===== src/rtl/squash_unit_l1_pkg.sv =====
// Shared types and the age comparison used by the squash arbiter and its users.
package squash_unit_l1_pkg;

  // Widest sequence number any configuration uses; narrower ones zero-extend.
  localparam int SEQ_MAX_W = 8;

  typedef logic [SEQ_MAX_W-1:0] seq_num_t;

  typedef struct packed {
    seq_num_t    seq_num;
    logic [31:0] target;
  } squash_msg_t;

  typedef struct packed {
    logic [31:0] pc;
    seq_num_t    seq_num;
    logic [4:0]  waddr;
    logic [31:0] wdata;
    logic        wen;
  } commit_msg_t;

  // Distance of s from the commit head, modulo 2^w.
  function automatic seq_num_t seq_age(input seq_num_t s, input seq_num_t head,
                                       input int unsigned w);
    seq_num_t mask;
    mask = SEQ_MAX_W'((1 << w) - 1);
    return (s - head) & mask;
  endfunction

  // True when a is strictly closer to the head than b.
  function automatic logic is_older(input seq_num_t a, input seq_num_t b,
                                    input seq_num_t head, input int unsigned w);
    return seq_age(a, head, w) < seq_age(b, head, w);
  endfunction

endpackage


===== src/rtl/squash_unit_l1_seq_age.sv =====
// Commit-stream age reference: head points one past the last committed instruction.
module squash_unit_l1_seq_age #(
  parameter int p_seq_num_bits = 5
) (
  input  logic                      clk,
  input  logic                      rst,
  input  logic                      commit_val,
  input  logic [p_seq_num_bits-1:0] commit_seq_num,
  output logic [p_seq_num_bits-1:0] head
);

  // Advance head on each commit; reset clears it without waiting for a clock.
  always_ff @(posedge clk or negedge rst) begin
    if (!rst)            head <= '0;
    else if (commit_val) head <= p_seq_num_bits'(commit_seq_num + 1'b1);
  end

endmodule


===== src/rtl/squash_unit_l1.sv =====
// Level-1 squash arbiter: forwards the oldest same-cycle squash request.
module squash_unit_l1
  import squash_unit_l1_pkg::*;
#(
  parameter int p_num_arb      = 2,
  parameter int p_seq_num_bits = 5
) (
  input  logic                                     clk,
  input  logic                                     rst,
  input  logic [p_num_arb-1:0]                     arb_val,
  input  logic [p_num_arb-1:0][p_seq_num_bits-1:0] arb_seq_num,
  input  logic [p_num_arb-1:0][31:0]               arb_target,
  output logic                                     gnt_val,
  output logic [p_seq_num_bits-1:0]                gnt_seq_num,
  output logic [31:0]                              gnt_target,
  input  logic                                     commit_val,
  input  logic [p_seq_num_bits-1:0]                commit_seq_num,
  input  logic [31:0]                              commit_pc,
  input  logic [4:0]                               commit_waddr,
  input  logic [31:0]                              commit_wdata,
  input  logic                                     commit_wen
);

  logic [p_seq_num_bits-1:0] head;
  commit_msg_t               commit_msg;
  squash_msg_t               best;
  logic                      found;
  logic                      unused_commit;

  squash_unit_l1_seq_age #(.p_seq_num_bits(p_seq_num_bits)) u_seq_age (
    .clk            (clk),
    .rst            (rst),
    .commit_val     (commit_val),
    .commit_seq_num (commit_seq_num),
    .head           (head)
  );

  // Only the sequence number of the commit bundle matters for ageing.
  assign commit_msg = '{pc: commit_pc, seq_num: SEQ_MAX_W'(commit_seq_num),
                        waddr: commit_waddr, wdata: commit_wdata, wen: commit_wen};
  assign unused_commit = ^{commit_msg.pc, commit_msg.waddr, commit_msg.wdata, commit_msg.wen};

  // Linear reduction; strict is_older keeps the lower index on age ties.
  always_comb begin
    best  = '0;
    found = 1'b0;
    for (int i = 0; i < p_num_arb; i++) begin
      if (arb_val[i] && (!found ||
          is_older(SEQ_MAX_W'(arb_seq_num[i]), best.seq_num, SEQ_MAX_W'(head),
                   p_seq_num_bits))) begin
        best.seq_num = SEQ_MAX_W'(arb_seq_num[i]);
        best.target  = arb_target[i];
        found        = 1'b1;
      end
    end
  end

  // best stays zero when nothing is valid, so outputs are zero with gnt_val low.
  assign gnt_val     = found;
  assign gnt_seq_num = best.seq_num[p_seq_num_bits-1:0];
  assign gnt_target  = best.target;

endmodule


===== config.mk =====
export PLATFORM = sky130hd
export DESIGN_NAME = squash_unit_l1
export DESIGN_NICKNAME = d
export VERILOG_FILES = /design/src/rtl/squash_unit_l1_pkg.sv /design/src/rtl/squash_unit_l1_seq_age.sv /design/src/rtl/squash_unit_l1.sv
export SDC_FILE = /design/constraint.sdc
export NUM_CORES = 1
export LEC_CHECK = 0
export BUFFER_PORTS_ARGS = -buffer_cell sky130_fd_sc_hd__buf_2
export CORE_AREA = 3 3 74 76
export DETAILED_ROUTE_END_ITERATION = 10
export DIE_AREA = 0 0 77 79
export PLACE_DENSITY = 0.69
export SLEW_MARGIN = 30
export SYNTH_ARGS = -nofsm -noshare
export SYNTH_HDL_FRONTEND = slang
export SYNTH_HIERARCHICAL = 1
export SYNTH_SLANG_ARGS = --single-unit

===== constraint.sdc =====
create_clock -name clk -period 3.2 [get_ports clk]
set_clock_uncertainty 0.15 [all_clocks]
set_input_delay 0.16 -clock clk [delete_from_list [all_inputs] [get_ports clk]]
set_output_delay 0.16 -clock clk [all_outputs]
set_load 0.01 [all_outputs]

Word-level counts from Yosys, hierarchy flattened
Index checks and enable logic that the tools add are counted.

word-level totals
  bits in read-only memories = 0
  memories kept = 0
  register bits after elaboration = 5
  output and inout port bits = 38
  bits in writable memories = 0
  input port bits = 154
  latch bits = 0

operators by class
  shift-type cells = 0
  $add $sub $neg = 3
  div/mod/pow operators = 0
  multipliers = 0
  equal/unequal tests = 0
  reduce and logical (&&, ||, !) cells = 3
  multiplexer cells = 4
  magnitude comparators = 1
  bitwise gates (word level) = 0

operator list
  operator                                                        number
  37-bit 2-to-1 mux                                               2
  5-bit subtractor                                                2
  5-bit by 1-bit adder with 5-bit output (second input constant)  1
  5-bit less-than comparator                                      1
  1-bit 2-to-1 mux                                                2
  1-bit logical AND                                               1
  1-bit logical NOT                                               1
  1-bit logical OR                                                1

Logic depth before layout (Yosys ltp)
Gate-level depths: netlist of the first run.

  depth after elaboration = 6
  depth in mapped cells = 13

By module
The synthesis of the first run kept the hierarchy.

by module, submodules not included
  module                  area each (um2)  cells each  times used
  squash_unit_l1          882.1            100         1
  squash_unit_l1_seq_age  236.5            21          1

Worst setup path before layout of the first run
No wires, ideal clock.

  kind = register to output
  from = reg u_seq_age.head[0]
  to = out gnt_target[10]
  cell stages (with the launch flop) = 13
  arrival = 2.548 ns
  buffers on the path = 2
  path slack = 0.342 ns
  path through = dfrtp_1 ha_1 inv_1 fa_1 a21o_1 a21oi_1 xnor2_1 ha_1 a31oi_2 a31o_1 buf_6 buf_8 a22o_1

on the way
  word-level cells in the longest chain between the ends = 5

RTL lines
  item                            RTL line                      text
  start: declaration              squash_unit_l1_seq_age.sv:9   output logic [p_seq_num_bits-1:0] head
  start signal: assignment        squash_unit_l1_seq_age.sv:15  else if (commit_val) head <= p_seq_num_bits'(commit_seq_num + 1'b1);
  5-bit subtractor                squash_unit_l1_pkg.sv:27      return (s - head) & mask;
  5-bit less-than comparator (*)  squash_unit_l1_pkg.sv:33      return seq_age(a, head, w) < seq_age(b, head, w);
  1-bit logical OR (*)            squash_unit_l1.sv:48          if (arb_val[i] && (!found ||
  1-bit logical AND (*)           squash_unit_l1.sv:48
  37-bit 2-to-1 mux (*)           squash_unit_l1.sv:48
  end: declaration                squash_unit_l1.sv:15          output logic [31:0] gnt_target,

Every way passes the cells marked *; elsewhere a longest branch is shown, timed or not.

Worst setup path after layout of the first run
  from = reg u_seq_age.head[0]
  to = out gnt_target[21]

Same word-level chain as after synthesis.

==> qor.csv, run 1 <==
metric,value,unit
layout.filler_cells,481,
register_with_the_most_flip_flops,u_seq_age/head,
clock_insertion_delay_at_the_later_pin_of_the_skew_report,220,ps
min_delay_worst_type,in2reg,
core_rows,25,
combinationalPowerShare,82.6,%
vdd_ir_drop_max,0.241,mV
yosys_register_bits,5,
globalRoute.totalOverflow,0,
netlist.area_leader.share,25.8,%
post_route_cells_drive_above_1_share,61.0,%
cellLeakagePower,0.00111,uW
cts.reportedPaths.clkPinSlew,30,ps
yosys.area.top_type,a22o_1,
number_of_ports_placed_on_the_die_boundary,192,
wl_per_cell,13.1,um
routed_wl,4.16,mm
setup_repair_after_global_routing_missed_its_margin,yes,
final_antenna_net_count,0,
p_switching,474,uW
areaGrowthSynthToFinish,78.3,%
timing.max_cap.violations,0,
syn-cell-area,1120,um^2
gp_routability_congestion,0.709,
synth.yosys.warnings,6,
netSwitchingFraction,42.9,%
die_area,6080,um^2
grt_antenna_before_repair,0,
seq_area_frac_synth,11.2,%
clkPwrFrac,10.4,%
synth.top_cells.by_area,"a22o_1 26%, ha_1 15%, dfrtp_1 11%, xnor2_1 5.5%, buf_8 4.0%",
grt_max_degree,33,
layout_top_registers,u_seq_age/head x5,
ctsLongestPathBuffers,2,
wire_length_of_the_first_global_routing_pass,6.21,mm
setup_slack,-57.7,ps
critPathArrivalTime,2950,ps
critPathKind,reg2out,
final-max-slew-violation-count,0,
min_period_over_period,102,%
ctsRootBufferMaster,clkbuf_8,
numClockSinks,5,
outcome,"finished, violations left",
design.core.area,4790,um^2
violated_checks,negative setup slack,
pwr-share-seq,7.0,%
final.setup.tns,-1350,ps
ys_types,25,
cp_max_fo,16,
initial_core_utilization,23.4,%
syn_inst,121,
fp.dieH,79,um
antennaDiodeCount,0,
slew_headroom,77.9,%
synth_area_per_cell,9.24,um^2
layout_min_cycle_time,3260,ps
port-buffer-count,121,
critPathLaunchType,flip-flop,
drt_iter0_drc,16,
first_pass_iters,4,
max_freq,307,MHz
largest_register_ff_count,5,
critical_path.endpoint_type,output pin,
grt_pass1_vias,1371,
detail_route.drc_violations,0,
final-hold-violation-count,0,
timing.critical_path.required,2890,ps
route.vias.total,1397,
fp.dieW,77,um
cellPowerDensity,553,nW/um^2
numCtsBuffers,3,
routed_via_density,4.39,
transition_time_at_the_pin_with_the_least_slew_margin,330,ps
setup_violations,33,
track_usage,12.0,%
num-nets-final,421,
internal_power,630,uW
whs,13.9,ps
cts_tree,built,
dp.final_hpwl,3.34,mm
synth_nets,290,
htree_levels,1,
==> layout make-up <==
cell class / instances / area [um^2] / share of cell area, %
multi-input cells: 97 / 931 / 46.7
repair buffers: 134 / 768 / 38.5
clock buffers: 4 / 45.0 / 2.26
inverters: 11 / 41.3 / 2.07
well taps: 67 / 83.8 / 4.20
flip-flops and latches: 5 / 125 / 6.27
==> metal layers <==
metal | track usage (%) | vias to the layer above | part of all wire, %
met5 | 0 | - | 0
met3 | 2.38 | 0 | 7.5
met1 | 14.6 | 626 | 40
li1 | - | 724 | -
met2 | 21.8 | 47 | 52
met4 | 2.67 | 0 | 0
==> worst max-delay path, cell delays in order (launching register included) <==
cell and delay, ps:
dfrtp_1 390, ha_2 200, inv_2 40, fa_2 340, buf_6 120, xor2_1 150, ha_1 330, a21o_1 200
a31oi_4 260, a31oi_4 150, clkbuf_16 210, a22o_1 180, buf_2 140
==> metrics by stage <==
stage | cells | total power [uW] | utilization [%] | instance area [um^2] | setup WS [ps]
finish | 318 | 1100 | 41.7 | 1990 | -57.7
global route | 318 | 1190 | 41.7 | 1990 | -192
CTS | 316 | 1080 | 40.8 | 1950 | -76.4
detailed placement | 306 | 842 | 37.1 | 1780 | -23.8
global placement | 306 | 833 | 37.1 | 1780 | 11.3
floorplan | 121 | 619 | - | 1120 | 342
==> power by group through the flow <==
stage	Clock, uW	Sequential [uW]	Combinational (uW)
after global placement	0	77.2	756
after detailed placement	0	77.9	764
after global routing	124	78.5	992
after CTS	119	77.5	884
final	115	77.2	912
after floorplan	0	75.8	543
==> synth_stat cells <==
library cell	number
a21o_1	5
a21oi_1	8
a22o_1	33
a22o_2	3
a2bb2oi_1	1
a31o_1	1
a31o_4	1
a31oi_1	1
a31oi_2	2
and2_1	3
buf_2	3
buf_6	2
buf_8	3
dfrtp_1	5
fa_1	2
ha_1	13
inv_1	11
mux2_2	1
mux2i_1	1
nand2_1	3
nand3_1	3
nor2_1	4
o311ai_4	1
xnor2_1	7
xor2_1	4
==> cells by family after synthesis <==
| kind of cell | count (synthesis) | synth area share [%] |
|---|---|---|
| AOI/OAI and AO/OA | 56 | 43.7 |
| xor gates and xnor gates | 11 | 8.61 |
| adders and majority gates | 15 | 18.1 |
| buffers and inverters | 19 | 11.1 |
| DFF | 5 | 11.2 |
| muxes | 2 | 1.90 |
| and+or+nand+nor | 13 | 5.37 |
==> placed cells by master, fill, tap and decap left out, drive strengths merged, types with 2 or more instances in the layout <==
cell type  count
a21o           5
a21oi          8
a22o          36
a31o           2
a31oi          3
and2           3
buf          132
clkbuf         5
dfrtp          5
fa             2
ha            13
inv           11
nand2          3
nand3          3
nor2           4
xnor2          7
xor2           4
==> path summary, 6_finish.rpt <==
check	start	to	slack, ps	cells after the start
max in group asynchronous	rst	u_seq_age/head[4]	2630	2
worst max register to register	u_seq_age/head[1]	u_seq_age/head[1]	2300	1
worst min register to register	u_seq_age/head[2]	u_seq_age/head[2]	370	2
worst min-delay path	commit_seq_num[0]	u_seq_age/head[0]	10	2
worst max-delay path	u_seq_age/head[0]	gnt_target[21]	-60	12
min in group asynchronous	rst	u_seq_age/head[1]	140	2
==> what timing repair did <==
action                     4_1_cts  5_1_grt
cloned                           2        1
gates resized for setup         20        4
setup endpoints to repair       37       37
hold endpoints to repair         5        0
hold buffers                     1        0
pin swaps                        6        8
setup buffers                    3        2
No activity file was read; power rests on OpenSTA's default activity.
==> run 2: changes to the inputs <==
--- a/config.mk
+++ b/config.mk
@@ -9,6 +9,7 @@
 export CORE_AREA = 3 3 74 76
 export DETAILED_ROUTE_END_ITERATION = 10
 export DIE_AREA = 0 0 77 79
+export GPL_TIMING_DRIVEN = 0
 export PLACE_DENSITY = 0.69
 export SLEW_MARGIN = 30
 export SYNTH_ARGS = -nofsm -noshare
==> qor.csv, run 2 (synthesis results as in run 1) <==
metric,value,unit,change
outcome,"finished, violations left",,
violated_checks,negative setup slack,,
detail_route.drc_violations,0,,unchanged
slowest_delay,400,ps,about the same
timing.hold.worst_path_depth,2,,unchanged
layout_top_registers,u_seq_age/head x5,,
cellPowerDensity,574,nW/um^2,+3.8%
cts.reportedPaths.clkPinSlew,30,ps,about the same
setup_slack,-159,ps,-102 ps
timing.critical_path.required,2890,ps,about the same
netSwitchingFraction,40.6,%,-2.3 points
dp.final_hpwl,3.59,mm,+7.3%
layout_min_cycle_time,3360,ps,+102 ps
clock_insertion_delay_at_the_later_pin_of_the_skew_report,220,ps,about the same
final_cell_mix,"117 x buf_2, 33 x a22o_1, 13 x buf_6, 12 x ha_1, 9 x inv_1",,
areaGrowthSynthToFinish,90.4,%,
reg2regPathDepth,3,,+2
vdd_ir_drop_max,0.228,mV,-5.4%
p_switching,497,uW,+4.9%
first_pass_iters,4,,unchanged
min_delay_worst_type,in2reg,,
critical-path-slowest-cell,dfrtp_1,,
fp.dieW,77,um,unchanged
critPathKind,reg2out,,
hold_path_startpoint,commit_seq_num[0],,
ctsLongestPathBuffers,2,,unchanged
critPathLaunchType,flip-flop,,
number_of_ports_placed_on_the_die_boundary,192,,unchanged
wl_per_cell,13.4,um,+2.5%
final-hold-violation-count,0,,unchanged
cts_tree,built,,
critPathArrivalTime,3050,ps,+100 ps
setup_repair_after_global_routing_missed_its_margin,yes,,
transition_time_at_the_pin_with_the_least_slew_margin,228,ps,-102 ps
route.vias.total,1489,,+6.6%
initial_core_utilization,23.4,%,unchanged
min_period_over_period,105,%,+3.2 points
grt_max_degree,11,,-67%
final_antenna_net_count,0,,unchanged
wire_length_of_the_first_global_routing_pass,6.63,mm,+6.8%
register_with_the_most_flip_flops,u_seq_age/head,,
num-nets-final,431,,+2.4%
clkPwrFrac,9.4,%,-1.0 points
timing.max_cap.violations,0,,unchanged
cell_by_cell_trace_of_the_critical_path,ha_2 -> inv_2 -> fa_2 -> buf_4 -> xnor2_2 -> ha_1 -> a21o_1 -> a31oi_4 -> buf_6 -> a31oi_4 -> buf_12 -> buf_4 -> a22o_2 -> buf_2,,
antennaDiodeCount,0,,unchanged
critical_path.endpoint_type,output pin,,
pwr-share-seq,6.3,%,-0.7 points
crit_start,u_seq_age/head[0],,
post_route_cells_drive_above_1_share,61.7,%,+0.73 points
design.core.area,4790,um^2,unchanged
core_rows,25,,unchanged
grt_pass1_vias,1478,,+7.8%
combinationalPowerShare,84.3,%,+1.7 points
routed_wl,4.40,mm,+5.8%
pre_cts_ws,-96.1,ps,-72.3 ps
cp_max_fo,7,,-9
htree_levels,1,,unchanged
drt_iter0_drc,40,,+24
fp.dieH,79,um,unchanged
die_area,6080,um^2,unchanged
numClockSinks,5,,unchanged
globalRoute.totalOverflow,0,,unchanged
most_common_cell_after_layout_fill_and_taps_aside,buf_2,,
ctsRootBufferMaster,clkbuf_8,,
numCtsBuffers,3,,unchanged
setup_violations,36,,+9.1%
final-max-slew-violation-count,0,,unchanged
slew_headroom,84.8,%,+6.8 points
design_power_total,1220,uW,+11%
layout.filler_cells,485,,+0.83%
track_usage,13.1,%,+1.1 points
gp_routability_congestion,0.735,,+3.6%
routed_via_density,4.54,,+3.3%
max_freq,298,MHz,-3.0%
grt_antenna_before_repair,0,,unchanged
largest_register_ff_count,5,,unchanged
worstReg2RegStart,u_seq_age/head[0],,
internal_power,726,uW,+15%
cellLeakagePower,0.00118,uW,+6.3%
port-buffer-count,120,,-0.83%
==> run 2: cell count changes in the layout (fill, tap and decap cells not counted), moves of 2 or more <==
cell,previous run,this run
buf_16,0,2
buf_8,1,3
buf_6,6,13
buf_4,4,6
buf_2,120,117
==> run 2: path summary, 6_finish.rpt <==
check	end	slack, ps
max	gnt_seq_num[4]	-160
min	u_seq_age/head[0]	10
max reg2reg	u_seq_age/head[0]	2270
min reg2reg	u_seq_age/head[2]	370
max in group asynchronous	u_seq_age/head[1]	2630
min in group asynchronous	u_seq_age/head[4]	140
==> run 2: power groups by stage <==
stage               Sequential, uW  Combinational, uW  Clock, uW
floorplan                     75.8                543          0
global placement              77.2                786          0
detailed placement            78.1                797          0
CTS                           77.6                978        120
global route                  79.2               1110        121
finish                        77.5               1030        115
==> run 2: cell type report <==
type	count	area [um^2]	share of cell area (%)
plain buffers	8	101	4.76
clock buffers	4	45.0	2.12
inverters	11	41.3	1.94
multi-input cells	97	917	43.1
flip-flops and latches	5	125	5.88
well taps	67	83.8	3.94
repair buffers	136	816	38.3
==> run 2: what timing repair did <==
action                                  CTS  global route
resized for setup                        21             9
endpoints found under the setup margin   37            37
hold endpoints to repair                  8             0
hold buffers                              2             0
pin swaps                                15            19
gates cloned                              3             2
buffers inserted                          7             3
==> run 2: stage by stage <==
step	instances	utilization (%)	hold slack, ps	instance area, um^2	setup TNS, ps
after global placement	308	37.7	-167	1800	-493
after floorplan	121	-	-286	1120	0
after detailed placement	308	37.7	-163	1800	-2360
after global routing	328	44.5	33.2	2130	-9290
final	328	44.5	13.0	2130	-4510
after CTS	324	42.9	12.1	2050	-5840
==> run 2: layer usage <==
metal | track usage [%] | share of wire, % | vias up | wire length (um)
met4 | 2.85 | 0.52 | 0 | 23
met3 | 2.61 | 6.9 | 2 | 303
li1 | - | - | 746 | -
met5 | 0 | 0 | - | 0
met2 | 25.3 | 54 | 53 | 2380
met1 | 14.9 | 39 | 688 | 1690
==> run 2: worst max-delay path: cells and delay by family (launching register included) <==
family	cells	cell delay [ps]
AOI/OAI and AO/OA	4	680
DFF	1	400
buffers and inverters	6	740
adders and majority gates	3	870
xor gates and xnor gates	1	120
==> run 3: changes to the inputs <==
--- a/config.mk
+++ b/config.mk
@@ -11,6 +11,7 @@
 export DIE_AREA = 0 0 77 79
 export GPL_TIMING_DRIVEN = 0
 export PLACE_DENSITY = 0.69
+export RECOVER_POWER = 100
 export SLEW_MARGIN = 30
 export SYNTH_ARGS = -nofsm -noshare
 export SYNTH_HDL_FRONTEND = slang
==> qor.csv, run 3 (synthesis results as in run 1) <==
metric,value,unit,change
layout_min_cycle_time,3360,ps,-0.742 ps
critPathKind,reg2out,,
first_pass_iters,4,,unchanged
min_period_over_period,105,%,about the same
pre_cts_ws,-96.1,ps,unchanged
antennaDiodeCount,0,,unchanged
layout.filler_cells,485,,unchanged
cts.reportedPaths.clkPinSlew,30,ps,about the same
track_usage,13.1,%,unchanged
setup_repair_after_global_routing_missed_its_margin,yes,,
whs,14.6,ps,+1.67 ps
register_with_the_most_flip_flops,u_seq_age/head,,
cp_max_fo,7,,unchanged
ctsLongestPathBuffers,2,,unchanged
die_area,6080,um^2,unchanged
areaGrowthSynthToFinish,89.6,%,
numCtsBuffers,3,,unchanged
r2r_slack,2260,ps,about the same
number_of_ports_placed_on_the_die_boundary,192,,unchanged
setup_violations,36,,unchanged
final-max-slew-violation-count,0,,unchanged
hold_path_startpoint,commit_seq_num[0],,
setup_slack,-159,ps,+0.742 ps
timing.hold.worst_path_depth,2,,unchanged
violated_checks,negative setup slack,,
critical_path.reg2reg.endpoint,u_seq_age/head[0],,
final.setup.tns,-4480,ps,+26.8 ps
critical_path.endpoint_type,output pin,,
design.core.area,4790,um^2,unchanged
transition_time_at_the_pin_with_the_least_slew_margin,360,ps,+132 ps
gp_routability_congestion,0.735,,unchanged
fp.dieW,77,um,unchanged
max_freq,298,MHz,about the same
numClockSinks,5,,unchanged
final_antenna_net_count,0,,unchanged
num-nets-final,431,,unchanged
cellPowerDensity,576,nW/um^2,+0.29%
cts_tree,built,,
layout.core_utilization,44.3,%,-0.18 points
worstReg2RegStart,u_seq_age/head[0],,
min_delay_worst_type,in2reg,,
post_route_cells_drive_above_1_share,60.9,%,-0.77 points
grt_pass1_vias,1478,,unchanged
slew_headroom,76.0,%,-8.7 points
core_rows,25,,unchanged
routed_wl,4.40,mm,+0.11%
clock_insertion_delay_at_the_later_pin_of_the_skew_report,220,ps,about the same
reg2regPathDepth,3,,unchanged
grt_max_degree,11,,unchanged
layout_top_registers,u_seq_age/head x5,,
port-buffer-count,120,,unchanged
most_common_cell_after_layout_fill_and_taps_aside,buf_2,,
wl_per_cell,13.4,um,+0.11%
largest_register_ff_count,5,,unchanged
timing.max_cap.violations,0,,unchanged
outcome,"finished, violations left",,
globalRoute.totalOverflow,0,,unchanged
wire_length_of_the_first_global_routing_pass,6.63,mm,unchanged
routed_via_density,4.55,,+0.20%
detail_route.drc_violations,0,,unchanged
ctsRootBufferMaster,clkbuf_8,,
vdd_ir_drop_max,0.227,mV,-0.55%
final-hold-violation-count,0,,unchanged
route.vias.total,1492,,+0.20%
cellLeakagePower,0.00118,uW,-0.64%
grt_antenna_before_repair,0,,unchanged
critPathArrivalTime,3050,ps,about the same
dp.final_hpwl,3.59,mm,unchanged
whs_endpoint,u_seq_age/head[0],,
timing.critical_path.required,2890,ps,about the same
fp.dieH,79,um,unchanged
drt_iter0_drc,39,,-2.5%
final_cell_mix,"116 x buf_2, 33 x a22o_1, 12 x buf_6, 12 x ha_1, 9 x inv_1",,
critPathLaunchType,flip-flop,,
initial_core_utilization,23.4,%,unchanged
htree_levels,1,,unchanged
run 3: cell count changes in the layout (fill, tap and decap cells not counted), sizes merged:
| cell | delta |
|---|---|
| buf | -2 |
| clkbuf | +2 |
run 3: area by class of cell:
cell class | count | area (um^2) | area share (%)
buffer | 8 | 93.8 | 4.42
timing repair buffer | 136 | 815 | 38.4
multi-input combinational | 97 | 917 | 43.2
inverter | 11 | 41.3 | 1.95
sequential | 5 | 125 | 5.90
tap | 67 | 83.8 | 3.95
clock buffer | 4 | 45.0 | 2.12
run 3: how the worst max path moves through the flow:
stage	cells after the start	slack, ps	from	to
after global routing	13	-280	u_seq_age/head[0]	gnt_target[20]
after floorplan	12	340	u_seq_age/head[0]	gnt_target[10]
after CTS	13	-180	u_seq_age/head[0]	gnt_target[2]
after detailed placement	14	-100	arb_val[0]	gnt_target[2]
final	14	-160	u_seq_age/head[0]	gnt_seq_num[4]
after global placement	12	-50	u_seq_age/head[0]	gnt_target[12]
run 3: worst max-delay path, stage by stage, from the launching register on:
cell     delay, ps
dfrtp_1        400
ha_2           200
inv_2           40
fa_2           350
buf_4          150
xnor2_2        120
ha_1           320
a21o_1         200
a31oi_4        200
buf_6          130
a31oi_4         90
buf_12         150
buf_4          130
a22o_2         190
buf_2          140
run 3: metal layers:
metal / global-route usage [%] / share of wire (%) / up-vias
met5: 0 / 0 / -
met4: 2.85 / 0.52 / 0
met3: 2.61 / 6.9 / 2
met2: 25.3 / 54 / 53
met1: 14.9 / 39 / 691
li1: - / - / 746
run 3: per-stage QoR:
stage	power (uW)	cell area (um^2)	cells
2_1_floorplan	619	1120	121
3_3_place_gp	863	1800	308
3_5_place_dp	875	1800	308
4_1_cts	1180	2050	324
5_1_grt	1310	2120	328
6_report	1220	2120	328
run 3: where the power goes:
group	internal (uW)	switching, uW
combinational	569	461
sequential	71.2	6.35
clock	85.3	28.9
total	725	496
run 3: repair_timing:
item,4_1_cts,5_1_grt
pin swaps,15,19
hold buffers,2,0
gates cloned,3,2
resized for setup,21,9
endpoints found under the setup margin,37,37
endpoints found under the hold margin,8,0
setup buffers,7,3
